==> src/rtl/store_buffer.sv <==
// Store buffer between the ROB and the D-cache: holds executed stores, drains committed ones in order
// and forwards data to younger loads. Define STORE_BUFFER_FWD_EN to build the load-forwarding path.
module store_buffer #(
   parameter int SB_SIZE   = 4,
   parameter int ROB_IDX_W = 4
) (
   input  logic                 clk,
   input  logic                 reset,
   input  logic                 in_alloc,
   input  logic [ROB_IDX_W-1:0] in_rob_idx,
   input  logic [31:0]          in_addr,
   input  logic [31:0]          in_data,
   input  logic [1:0]           in_size,
   input  logic                 in_commit,
   input  logic [ROB_IDX_W-1:0] in_commit_rob_idx,
   input  logic                 in_flush,
   input  logic [31:0]          in_ld_addr,
   input  logic [1:0]           in_ld_size,
   output logic                 out_fwd_hit,
   output logic [31:0]          out_fwd_data,
   output logic                 out_fwd_stall,
   output logic                 out_cache_req,
   output logic [31:0]          out_cache_addr,
   output logic [31:0]          out_cache_data,
   output logic [1:0]           out_cache_size,
   input  logic                 in_cache_ack,
   output logic                 out_full,
   output logic                 out_empty
);

   localparam int PTR_W = $clog2(SB_SIZE);
   localparam int CNT_W = $clog2(SB_SIZE + 1);

   typedef enum logic {IDLE, REQ} drain_state_t;

   drain_state_t state, state_nxt;

   logic [SB_SIZE-1:0]   ent_valid, ent_committed, commit_hit;
   logic [SB_SIZE-1:0]   valid_nxt, comm_nxt;
   logic [ROB_IDX_W-1:0] ent_rob_idx [SB_SIZE];
   logic [31:0]          ent_addr    [SB_SIZE];
   logic [31:0]          ent_data    [SB_SIZE];
   logic [1:0]           ent_size    [SB_SIZE];
   logic [3:0]           ent_mask    [SB_SIZE];
   logic [PTR_W-1:0]     head, tail, head_nxt, tail_nxt;
   logic [CNT_W-1:0]     count, count_nxt, n_comm;
   logic                 pop, do_alloc;
   logic [3:0]           ld_mask;

   function automatic logic [3:0] byte_mask(input logic [1:0] a, input logic [1:0] sz);
      case (sz)
         2'b00:   return 4'b0001 << a;
         2'b01:   return 4'b0011 << a;
         default: return 4'b1111;
      endcase
   endfunction

   // SB_SIZE need not be a power of two, so pointer arithmetic wraps explicitly
   function automatic logic [PTR_W-1:0] ptr_add(input logic [PTR_W-1:0] p, input logic [CNT_W-1:0] n);
      logic [CNT_W:0] s;
      s = {{(CNT_W + 1 - PTR_W){1'b0}}, p} + {1'b0, n};
      if (s >= (CNT_W + 1)'(SB_SIZE)) s = s - (CNT_W + 1)'(SB_SIZE);
      return s[PTR_W-1:0];
   endfunction

   assign pop      = (state == REQ) && in_cache_ack;
   assign do_alloc = in_alloc && !out_full && !in_flush;
   assign out_full  = (count == CNT_W'(SB_SIZE));
   assign out_empty = (count == '0);
   assign ld_mask   = byte_mask(in_ld_addr[1:0], in_ld_size);

   always_comb begin
      commit_hit = '0;
      n_comm     = '0;
      for (int i = 0; i < SB_SIZE; i++) begin
         commit_hit[i] = in_commit && ent_valid[i] && !ent_committed[i] &&
                         (ent_rob_idx[i] == in_commit_rob_idx);
         if (ent_valid[i] && (ent_committed[i] || commit_hit[i])) n_comm = n_comm + CNT_W'(1);
      end
   end

   // Commit lands before flush; committed entries form a run from head, so tail restarts after them
   always_comb begin
      valid_nxt = ent_valid;
      comm_nxt  = ent_committed | commit_hit;
      head_nxt  = head;
      tail_nxt  = tail;
      count_nxt = count;
      if (pop) begin
         valid_nxt[head] = 1'b0;
         comm_nxt[head]  = 1'b0;
         head_nxt        = ptr_add(head, CNT_W'(1));
      end
      if (in_flush) begin
         valid_nxt = valid_nxt & comm_nxt;
         tail_nxt  = ptr_add(head, n_comm);
         count_nxt = n_comm - CNT_W'(pop);
      end else begin
         if (do_alloc) begin
            valid_nxt[tail] = 1'b1;
            comm_nxt[tail]  = 1'b0;
            tail_nxt        = ptr_add(tail, CNT_W'(1));
         end
         count_nxt = count + CNT_W'(do_alloc) - CNT_W'(pop);
      end
   end

   always_ff @(posedge clk or negedge reset) begin
      if (!reset) begin
         head          <= '0;
         tail          <= '0;
         count         <= '0;
         ent_valid     <= '0;
         ent_committed <= '0;
      end else begin
         head          <= head_nxt;
         tail          <= tail_nxt;
         count         <= count_nxt;
         ent_valid     <= valid_nxt;
         ent_committed <= comm_nxt;
      end
   end

   always_ff @(posedge clk) begin
      if (do_alloc) begin
         ent_rob_idx[tail] <= in_rob_idx;
         ent_addr[tail]    <= in_addr;
         ent_data[tail]    <= in_data;
         ent_size[tail]    <= in_size;
         ent_mask[tail]    <= byte_mask(in_addr[1:0], in_size);
      end
   end

   always_ff @(posedge clk or negedge reset) begin
      if (!reset) state <= IDLE;
      else        state <= state_nxt;
   end

   // A commit of the head store this cycle starts the drain without waiting for the committed bit
   always_comb begin
      state_nxt = state;
      case (state)
         IDLE: if (ent_valid[head] && (ent_committed[head] || commit_hit[head])) state_nxt = REQ;
         REQ:  if (in_cache_ack) state_nxt = IDLE;
         default: state_nxt = IDLE;
      endcase
   end

   always_comb begin
      out_cache_req  = (state == REQ);
      out_cache_addr = ent_addr[head];
      out_cache_data = ent_data[head];
      out_cache_size = ent_size[head];
   end

`ifdef STORE_BUFFER_FWD_EN
   logic             fwd_found;
   logic [PTR_W-1:0] fwd_sel, scan_idx;
   logic [31:0]      fwd_lane, fwd_shifted, fwd_keep;

   // Walk oldest to youngest so the last overlapping entry seen is the youngest
   always_comb begin
      fwd_found = 1'b0;
      fwd_sel   = '0;
      scan_idx  = '0;
      for (int k = 0; k < SB_SIZE; k++) begin
         scan_idx = ptr_add(head, CNT_W'(k));
         if (ent_valid[scan_idx] && (ent_addr[scan_idx][31:2] == in_ld_addr[31:2]) &&
             |(ent_mask[scan_idx] & ld_mask)) begin
            fwd_found = 1'b1;
            fwd_sel   = scan_idx;
         end
      end
      case (in_ld_size)
         2'b00:   fwd_keep = 32'h0000_00FF;
         2'b01:   fwd_keep = 32'h0000_FFFF;
         default: fwd_keep = 32'hFFFF_FFFF;
      endcase
      fwd_lane      = ent_data[fwd_sel] << {ent_addr[fwd_sel][1:0], 3'b000};
      fwd_shifted   = fwd_lane >> {in_ld_addr[1:0], 3'b000};
      out_fwd_hit   = fwd_found && ((ld_mask & ~ent_mask[fwd_sel]) == 4'b0000);
      out_fwd_stall = fwd_found && !out_fwd_hit;
      out_fwd_data  = out_fwd_hit ? (fwd_shifted & fwd_keep) : 32'h0;
   end
`else
   always_comb begin
      out_fwd_hit   = 1'b0;
      out_fwd_data  = 32'h0;
      out_fwd_stall = 1'b0;
      for (int i = 0; i < SB_SIZE; i++) begin
         if (ent_valid[i] && (ent_addr[i][31:2] == in_ld_addr[31:2]) && |(ent_mask[i] & ld_mask))
            out_fwd_stall = 1'b1;
      end
   end
`endif

endmodule

==> config.mk <==
export PLATFORM = sky130hd
export DESIGN_NAME = store_buffer
export DESIGN_NICKNAME = d
export VERILOG_FILES = /design/src/rtl/store_buffer.sv
export SDC_FILE = /design/constraint.sdc
export NUM_CORES = 1
export LEC_CHECK = 0
export ABC_AREA = 1
export CORE_ASPECT_RATIO = 1.1
export CORE_MARGIN = 5
export CORE_UTILIZATION = 50
export CTS_CLUSTER_DIAMETER = 80
export DETAILED_ROUTE_END_ITERATION = 8
export PLACE_DENSITY = 0.75
export SLEW_MARGIN = 10
export SYNTH_ARGS = -nofsm -noshare
export SYNTH_HDL_FRONTEND = slang
export SYNTH_SLANG_ARGS = --single-unit
==> constraint.sdc <==
create_clock -name clk -period 5.4 [get_ports clk]
set_input_delay 1.62 -clock clk [delete_from_list [all_inputs] [get_ports clk]]
set_output_delay 1.62 -clock clk [all_outputs]
set_load 0.1 [all_outputs]
==> flow_metrics.env <==
export IMPL_wl_per_cell_um=19.7
export IMPL_synth_seq_area_share_pct=65.6
export IMPL_synth_cell_area_um2=14200
export IMPL_critical_path_class="in -> out"
export IMPL_grt_pass1_wl_um=55200
export IMPL_timing_critical_path_cells="clkdlybuf4s50_1 > inv_1 > nand2_1 > o21ai_0 > nor2_1 > nand4_1 > nor2_1 > nand2_1 > nor2_1 > nand2_1 > nand2_1 > inv_1 > nand2_1 > buf_12"
export IMPL_post_cts_buffers=0
export IMPL_max_vdd_ir_drop_uv=564
export IMPL_nFillCells=2257
export IMPL_dr_total_vias=10083
export IMPL_stdcell_count=1833
export IMPL_hold_end="out_cache_req"
export IMPL_drt_iter0_drc=857
export IMPL_die_h_um=186
export IMPL_post_cts_resized=0
export IMPL_postCtsHoldBufs=0
export IMPL_holdCritStartpoint="out_cache_req"
export IMPL_reg2reg_slack_ns=2.48
export IMPL_pwr_share_seq_pct=29.7
export IMPL_cts_buffers=31
export IMPL_clkPwrFrac_pct=19.9
export IMPL_place_hpwl_um=24400
export IMPL_core_um2=27900
export IMPL_final_max_slew_viol_count=0
export IMPL_maxCapViolations=0
export IMPL_hold_depth=4
export IMPL_syn_avg_cell_area_um2=11.1
export IMPL_pre_cts_ws_ns=0.183
export IMPL_via_per_inst=5.50
export IMPL_worst_path_largest_cell_delay_ns=0.52
export IMPL_track_usage_pct=22.2
export IMPL_dieArea_um2=31800
export IMPL_dpl_cell_count=1779
export IMPL_cp_arrival_ns=3.62
export IMPL_status="completed"
export IMPL_finalHoldViolations=0
export IMPL_antenna_cells=0
export IMPL_place_congestion=0.946
export IMPL_grt_max_degree=87
export IMPL_required_ns=3.78
export IMPL_antenna_found_initial=4
export IMPL_die_w_um=170
export IMPL_cellInternalPower_mw=5.25
export IMPL_fmax_mhz=191
export IMPL_max_slew_margin_pct=35.2
export IMPL_cp_max_fo=5
export IMPL_m1WireLength_um=14100
export IMPL_r2r_end="count[2]"
export IMPL_port_buffers=183
export IMPL_synth_warnings=0
export IMPL_fin_skew_ns=0.0262
export IMPL_finalNetCount=1580
export IMPL_crit_slowest_cell="clkdlybuf4s50_1"
export IMPL_switching_share_pct=50.2
export IMPL_wl_met3_um=3200
export IMPL_comb_power_share_pct=50.5
export IMPL_ios=217
export IMPL_rows=64
export IMPL_p_sw_mw=5.28
export IMPL_path_clk_slew_ns=0.06
export IMPL_fin_crit_ns=5.24
export IMPL_clock_sinks=312
export IMPL_synth_seq_cells=312
export IMPL_worst_pin_slew_ns=0.969
export IMPL_top_layer="met5"
export IMPL_clockBufferDepth=3
export IMPL_crit_top_cell="nand2_1"
export IMPL_htreeDepth=1
export IMPL_setup_ws_ns=0.156
export IMPL_rsz0062_at_grt="false"
export IMPL_power_mw=10.5
export IMPL_insertion_delay_ns=0.56
export IMPL_final_antenna_net_count=0
export IMPL_powerDensity_nw_per_um2=616
export IMPL_rr_worst_depth=22
export IMPL_initial_core_util_pct=50.8
export IMPL_cellLeakagePower_nw=6.22
export IMPL_synthCells=1273
export IMPL_drcViolationCount=0
export IMPL_synth_distinct_cells=36
export IMPL_worstReg2RegStart="ent_rob_idx[0][2]"
export IMPL_holdCritPathClass="reg -> reg"
export IMPL_routed_wirelength_um=36200
export IMPL_setup_tns_ns=0
export IMPL_grt_pass1_vias=9932
export IMPL_setup_viol=0
export IMPL_drive_gt1_share_pct=9.80
export IMPL_finalCritPeriodShare_pct=97.1
export IMPL_crit_path_end_kind="primary output"
export IMPL_start_kind="input pin"
export IMPL_grt_overflow=0
export IMPL_wl_met2_um=17900
export IMPL_cts_root_buffer="clkbuf_16"
export IMPL_dr_pass1_iters=5
export IMPL_postLayoutCoreUtil_pct=61.3
export IMPL_syn2layout_area_growth_pct=20.8
export IMPL_cts_tree="built"
-- layout by cell type, fill, tap and decap left out, drive strengths merged, types with 4 or more instances in the layout --
cell type / instances
clkdlybuf4s50: 116
inv: 92
conb: 33
bufinv: 4
buf: 79
o22ai: 79
nand4: 21
dfrtp: 16
clkinv: 12
clkbuf: 38
nor2: 196
a21oi: 18
edfxtp: 296
ha: 16
a22oi: 4
xor2: 17
nand3: 22
o21ai: 192
nand2: 160
xnor2: 44
-- cell families (layout without fill, tap and decap cells) --
group,count (synthesis),after routing,share of synthesized area (%)
xor+xnor,61,61,3.83
flops,312,312,65.6
buf+inv,178,343,5.82
simple gates,404,404,11.6
fa+ha+maj,17,17,1.56
compound gates,300,300,11.6
other cells,1,33,0.0265
-- synthesized netlist by cell type --
cell	count	area share, %
edfxtp_1	296	63
nor2_1	193	5.1
o21ai_0	192	6.8
nand2_1	157	4.2
inv_1	88	2.3
o22ai_1	79	3.5
xnor2_1	44	2.7
clkbuf_1	36	0.95
buf_4	34	1.8
nand3_1	21	0.74
nand4_1	21	0.93
a21oi_1	17	0.60
dfrtp_1	16	2.8
ha_1	16	1.4
xor2_1	16	0.99
buf_2	10	0.35
inv_2	5	0.13
a22oi_1	4	0.21
a22o_1	3	0.19
o211ai_1	3	0.16
buf_1	2	0.053
buf_6	2	0.16
nand2_2	2	0.088
nor2_2	2	0.088
nor3_1	2	0.071
or2_2	2	0.088
a21boi_0	1	0.053
a21oi_2	1	0.062
clkinv_1	1	0.026
conb_1	1	0.026
fa_1	1	0.14
nand2_4	1	0.080
nand3_2	1	0.071
nor2_4	1	0.080
nor3b_1	1	0.053
xor2_2	1	0.11
-- flip-flops by register name, summed over array words and instances, names as in the netlist --
name / flops
ent_rob_idx: 16
ent_data: 128
ent_valid: 4
out_cache_req: 1
count: 3
tail: 2
ent_size: 8
ent_committed: 4
ent_addr: 128
head: 2
ent_mask: 16
-- metal layers --
layer | global-route usage (%) | up-vias
li1 | - | 4774
met2 | 37.7 | 434
met4 | 6.30 | 8
met1 | 28.5 | 4803
met3 | 5.38 | 64
met5 | 0 | -
-- critical path: cells and delay by family --
kind,cells,cell delay (ns)
AO/OA/AOI/OAI,1,0.17
buffers and inverters,4,0.86
AND/OR/NAND/NOR,9,0.97
-- per-stage QoR --
| step | area [um2] | hold slack, ns |
|---|---|---|
| after floorplan | 14300 | 0.559 |
| after global placement | 16100 | 0.579 |
| after detailed placement | 16100 | 0.600 |
| after CTS | 17100 | 0.620 |
| after global routing | 17100 | 0.656 |
| final | 17100 | 0.601 |
-- power by group through the flow --
stage	Clock (mW)	Sequential (mW)	Combinational [mW]
3_5_place_dp	0	3.17	5.33
6_report	2.09	3.12	5.31
3_3_place_gp	0	3.17	5.29
4_1_cts	2.13	3.13	5.34
2_1_floorplan	0	3.13	4.12
5_1_grt	2.22	3.15	5.58
-- cell type report --
class	count	area [um2]	share of cell area, %
Inverter	94	360	2.11
Multi-Input combinational cell	815	4160	24.3
Clock inverter	16	190	1.11
Clock buffer	38	802	4.69
Timing Repair Buffer	195	1830	10.7
Tap cell	363	454	2.66
Sequential cell	312	9290	54.4
-- worst max path at each step --
stage,end,slack (ns),depth (start not counted),start
3_5_place_dp,out_fwd_stall,0.18,14,in_ld_addr[7]
4_1_cts,out_fwd_stall,0.18,14,in_ld_addr[7]
5_1_grt,out_fwd_stall,0.009,14,in_ld_addr[24]
2_1_floorplan,out_cache_addr[14],0.66,5,head[0]
6_report,out_fwd_stall,0.16,14,in_ld_addr[7]
3_3_place_gp,out_fwd_stall,0.17,14,in_ld_addr[8]
Note: power is estimated with default switching activity, not from simulation.
